## config.mk

```make
export PLATFORM = sky130hd
export DESIGN_NAME = rr_priority_arbiter
export DESIGN_NICKNAME = d
export VERILOG_FILES = /design/src/rtl/rr_priority_arbiter_pkg.sv /design/src/rtl/rr_mask_prio_enc.sv /design/src/rtl/rr_priority_arbiter.sv
export SDC_FILE = /design/constraint.sdc
export NUM_CORES = 1
export LEC_CHECK = 0
export CORE_MARGIN = 10
export CORE_UTILIZATION = 48
export DETAILED_ROUTE_END_ITERATION = 10
export GPL_TIMING_DRIVEN = 0
export PLACE_DENSITY = 0.83
export SLEW_MARGIN = 0
export SYNTH_ARGS = -nofsm -noshare
export SYNTH_HDL_FRONTEND = slang
export SYNTH_SLANG_ARGS = --single-unit
```

## constraint.sdc

```tcl
create_clock -name clk -period 2.6 [get_ports clk]
set_clock_uncertainty 0.15 [all_clocks]
set_input_delay 0.52 -clock clk [delete_from_list [all_inputs] [get_ports clk]]
set_output_delay 0.52 -clock clk [all_outputs]
set_load 0.005 [all_outputs]
```

## src/rtl/rr_priority_arbiter_pkg.sv

```systemverilog
// rr_priority_arbiter_pkg: shared state encoding, default parameters and index-width helper
package rr_priority_arbiter_pkg;

    typedef enum logic {
        IDLE = 1'b0,
        BUSY = 1'b1
    } state_t;

    localparam int DEF_N        = 4;
    localparam int DEF_HOLD_MAX = 16;

    function automatic int idx_w(input int n);
        return (n > 1) ? $clog2(n) : 1;
    endfunction

endpackage

```

## src/rtl/rr_mask_prio_enc.sv

```systemverilog
// rr_mask_prio_enc: combinational rotating-priority encoder (search starts at last+1, excluded bits ignored)
module rr_mask_prio_enc
    import rr_priority_arbiter_pkg::*;
#(
    parameter  int N    = DEF_N,
    localparam int IDXW = idx_w(N)
) (
    input  logic [N-1:0]    i_req,
    input  logic [IDXW-1:0] i_last,
    input  logic [N-1:0]    i_excl,
    output logic            o_hit,
    output logic [IDXW-1:0] o_win
);

    logic [N-1:0]    w_cand;
    logic [N-1:0]    w_rot;
    logic [IDXW-1:0] w_off;

    assign w_cand = i_req & ~i_excl;

    // Rotate candidates so that bit 0 of w_rot is requester last+1.
    always_comb begin
        w_rot = '0;
        for (int i = 0; i < N; i++) begin
            w_rot[i] = w_cand[(i + int'(i_last) + 1) % N];
        end
    end

    // Fixed lowest-index-first encoder on the rotated vector.
    always_comb begin
        o_hit = 1'b0;
        w_off = '0;
        for (int i = N - 1; i >= 0; i--) begin
            if (w_rot[i]) begin
                o_hit = 1'b1;
                w_off = IDXW'(i);
            end
        end
    end

    // Un-rotate the offset back to a requester index; winner defaults to 0 when nothing is pending.
    assign o_win = o_hit ? IDXW'((int'(w_off) + int'(i_last) + 1) % N) : '0;

endmodule

```

## src/rtl/rr_priority_arbiter.sv

```systemverilog
// rr_priority_arbiter: round-robin arbiter with held grants; RR_ARB_TIMEOUT_EN adds a tenure limit with forced revoke
module rr_priority_arbiter
    import rr_priority_arbiter_pkg::*;
#(
    parameter  int N        = DEF_N,
    parameter  int HOLD_MAX = DEF_HOLD_MAX,
    localparam int IDXW     = idx_w(N)
) (
    input  logic            clk,
    input  logic            rst_n,
    input  logic [N-1:0]    req,
    output logic            any_req,
    output logic [N-1:0]    gnt,
    output logic [IDXW-1:0] gnt_idx,
    output logic            gnt_valid,
    output logic            timeout
);

    if (N < 2 || HOLD_MAX < 2) begin : g_bad_param
        $error("rr_priority_arbiter: N and HOLD_MAX must both be >= 2");
    end

    state_t          r_state, w_nxt_state;
    logic [N-1:0]    r_gnt, w_nxt_gnt;
    logic [IDXW-1:0] r_idx, w_nxt_idx;
    logic [IDXW-1:0] r_last, w_nxt_last;
    logic            r_to, w_nxt_to;
    logic            w_hit, w_expire, w_arb;
    logic [IDXW-1:0] w_win;
    logic [N-1:0]    w_excl;

`ifdef RR_ARB_TIMEOUT_EN
    localparam int CW = $clog2(HOLD_MAX);
    logic [CW-1:0] r_cnt, w_nxt_cnt;

    assign w_expire  = (r_state == BUSY) && req[r_idx] && (r_cnt == CW'(HOLD_MAX - 1));
    assign w_nxt_cnt = w_arb ? '0 : r_cnt + 1'b1;

    // Tenure counter: restarts on every (re)arbitration, counts cycles of an unbroken hold.
    always_ff @(posedge clk or negedge rst_n) begin
        if (!rst_n) r_cnt <= '0;
        else        r_cnt <= w_nxt_cnt;
    end
`else
    assign w_expire = 1'b0;
`endif

    // A forced revoke hides the current grantee from the search.
    assign w_excl = w_expire ? r_gnt : '0;
    assign w_arb  = (r_state == IDLE) || !req[r_idx] || w_expire;

    rr_mask_prio_enc #(.N(N)) u_enc (
        .i_req  (req),
        .i_last (r_last),
        .i_excl (w_excl),
        .o_hit  (w_hit),
        .o_win  (w_win)
    );

    // Next-state: grant the winner on any arbitration point, drop to IDLE when nobody is left,
    // and re-grant the same requester when a forced revoke finds no one else.
    always_comb begin
        w_nxt_state = r_state;
        w_nxt_gnt   = r_gnt;
        w_nxt_idx   = r_idx;
        w_nxt_last  = r_last;
        w_nxt_to    = w_expire;
        if (w_arb && w_hit) begin
            w_nxt_state = BUSY;
            w_nxt_gnt   = N'(1) << w_win;
            w_nxt_idx   = w_win;
            w_nxt_last  = w_win;
        end else if (w_arb && !w_expire) begin
            w_nxt_state = IDLE;
            w_nxt_gnt   = '0;
            w_nxt_idx   = '0;
        end
    end

    // State and grant registers; last starts at N-1 so the first search begins at 0.
    always_ff @(posedge clk or negedge rst_n) begin
        if (!rst_n) begin
            r_state <= IDLE;
            r_gnt   <= '0;
            r_idx   <= '0;
            r_last  <= IDXW'(N - 1);
            r_to    <= 1'b0;
        end else begin
            r_state <= w_nxt_state;
            r_gnt   <= w_nxt_gnt;
            r_idx   <= w_nxt_idx;
            r_last  <= w_nxt_last;
            r_to    <= w_nxt_to;
        end
    end

    assign any_req   = |req;
    assign gnt       = r_gnt;
    assign gnt_idx   = r_idx;
    assign gnt_valid = (r_state == BUSY);
    assign timeout   = r_to;

endmodule
```

==> results of run 1 <==
[state kept, by name (all words and copies together) (netlist names)]
signal / flops
gnt: 4
gnt_idx: 2
r_last: 2
gnt_valid: 1
[cell usage after synthesis (all sizes together) (2+ instances only)]
cell type / number
dfstp: 2
nand2: 5
a32o: 2
dfrtp: 7
nand2b: 4
a21oi: 3
nor3: 3
nor2: 6
o22ai: 3
buf: 7
mux2i: 3
o21ai: 5
inv: 7
[through the flow]
stage | setup WS, ns | cell area [um^2] | hold slack [ns] | power [W]
2_1_floorplan | 0.3717 | 686.9 | 0.07441 | 0.0006668
3_3_place_gp | -0.1527 | 815.8 | 0.3227 | 0.0008162
3_5_place_dp | -0.1974 | 815.8 | 0.3327 | 0.0008396
4_1_cts | 0.04329 | 849.6 | 0.3524 | 0.0009496
5_1_grt | 0.001599 | 870.8 | 0.3790 | 0.001042
6_report | 0.1344 | 870.8 | 0.3449 | 0.0009505
[layout by cell type, fill, tap and decap left out, types with 2 or more instances in the layout]
| cell | n |
|---|---|
| buf_6 | 4 |
| nor2_1 | 5 |
| a32o_1 | 2 |
| nand2_1 | 5 |
| buf_4 | 4 |
| clkdlybuf4s50_1 | 10 |
| nand2b_1 | 4 |
| o21ai_0 | 4 |
| a21oi_1 | 2 |
| o22ai_1 | 2 |
| nor3_1 | 2 |
| dfstp_2 | 2 |
| mux2i_1 | 3 |
| clkbuf_4 | 3 |
| inv_1 | 7 |
| dfrtp_1 | 7 |
[critical path, stage by stage]
cell and delay, ns:
clkdlybuf4s50_1 0.42, buf_6 0.15, or4_1 0.51, o221ai_1 0.09
a21oi_1 0.07, ha_2 0.21, xor2_2 0.21, a32o_1 0.27
[where the power goes]
group	internal (W)	total (W)	switching, W	leakage [nW]
combinational	0.000292	0.000592	0.000300	0.249
clock	0.0000590	0.000105	0.0000464	0.0150
sequential	0.000214	0.000253	0.0000394	0.107
[path summary, 6_finish.rpt]
kind / from / endpoint / slack (ns) / cells past startpoint
max in group asynchronous: rst_n / r_last[1] / 1.58 / 1
min reg2reg: gnt[1] / gnt[1] / 0.34 / 2
max: req[3] / gnt[2] / 0.13 / 8
min: gnt[1] / gnt[1] / 0.34 / 2
max reg2reg: r_last[0] / gnt[2] / 0.42 / 7
min in group asynchronous: rst_n / gnt[3] / 0.40 / 1
[cell families after synthesis]
group / synth area share
compound gates: 0.2550
simple gates: 0.1821
flops: 0.3315
buf+inv: 0.1275
mux: 0.04372
other cells: 0.005459
fa+ha+maj: 0.01821
xor+xnor: 0.03644
[area by class of cell]
type,instances,area share
multi-input combinational,51,0.4353
inverter,7,0.03017
timing repair buffer,13,0.1466
sequential,9,0.2615
clock buffer,4,0.03017
tap,15,0.02155
buffer,7,0.07471
[repair_timing]
item / CTS / global route
hold buffers: 0 / 0
pin swaps: 1 / 2
setup endpoints to repair: 1 / 5
buffers inserted: 1 / 1
gates cloned: 0 / 0
resized for setup: 0 / 4
endpoints found under the hold margin: 0 / 0
[metal layers]
| layer | track usage | vias up |
|---|---|---|
| met2 | 0.1549 | 13 |
| met3 | 0.03050 | 4 |
| met4 | 0.04027 | 0 |
| met1 | 0.09926 | 278 |
| met5 | 0 | - |
| li1 | - | 300 |
==> flow_summary.toml, run 1 <==
[floorplan]
dieArea_um2 = 3344
die_x_um = 57.83
die_y_um = 57.83
rows = 13
ios = 15
core_area_um2 = 1318
initial_core_util = 0.5214

[layout]
layout-drive-gt1-share = 0.2527
area_growth_syn_to_layout_pct = 26.78
fillers = 113
antennaDiodeCount = 0
fin_cells = 106
multi_input_area_um2 = 379.1
utilization = 0.6610
nets = 99
register_area_um2 = 227.7

[synthesis]
post_synth_num_cell_types = 36
synth-seq-cells = 9
synth_edf_count = 0
synth_warnings = 0
yosysTopAreaCell = "dfrtp_1"
synth_nets = 81
synthesis.area_um2 = 686.9
avgSynthCellArea_um2 = 9.283
synth_top_cell_area_share = 0.2550
synth_area_leaders = "dfrtp_1 (26%), dfstp_2 (7.7%), buf_6 (4.9%)"
async_reset_ff_frac = 1.000
synthFlopType = "dfrtp_1"
syn_inst = 74
ys_seq_area_frac = 0.3315

[place]
gp_congestion = 0.8416
io_buffers = 11
dp_hpwl_um = 1155
dp.cells = 100

[pwr]
p_leak_nw = 0.3705
ir_drop_mv = 0.6773
power.density_nw_per_um2 = 1091

[drt]
met3WireLength_um = 89
drtIter0Drc = 9
wire_per_inst_um = 14.12
highest_layer = "met4"
wl_met2_um = 702
ant_nets = 0
wl_um = 1497
via_per_inst = 5.613
vias = 595
dr.pass1.iters = 4
drc_errors = 0
met1_length_um = 686

[timing]
slew_violations = 0
rsz0062_at_grt = "no"
tns_ns = 0
setup_viol = 0
fmax_mhz = 405.6
final.period_utilization = 0.9483
hold_violations = 0
fin_crit_ns = 2.466

[clock_tree]
cts-root-buf = "clkbuf_4"
clk_latency_ns = 0.26
cts_made_buffers = 3
htree_num_levels = 1
cts_sinks = 9
tritoncts = "built"
clk_path_buf_depth = 2
path_clk_slew_ns = 0.06

[flow_run]
cap_violations = 0

[outcome]
status = "finished, final reports clean"

[worst_setup_path]
end_kind = "flip-flop"
path_max_fanout = 10
crit_path_start_kind = "input pin"
cp.required_ns = 2.59
crit_type = "input pin to flip-flop"
critical_path_arrival_ns = 2.46

[global_routing]
grt_pass1_vias = 575
overflow = 0
grt_use_total = 0.09087
antenna_found_initial = 0
grt_pass1_wl_um = 2532
grt_max_degree = 11

[hold_path]
hp-class = "flip-flop to flip-flop"
(Power assumes the default switching activity.)
==> inputs of run 2 (changes only) <==
Settings changed: SKIP_LAST_GASP set to 1.
==> results of run 2 <==
Final layout, timing and power as in run 1 (identical DEF).
==> inputs of run 3 (changes only) <==
Settings changed: ABC_CLOCK_PERIOD_IN_PS set to 2600.
==> results of run 3 <==
Final layout, timing and power as in run 1 (identical DEF).
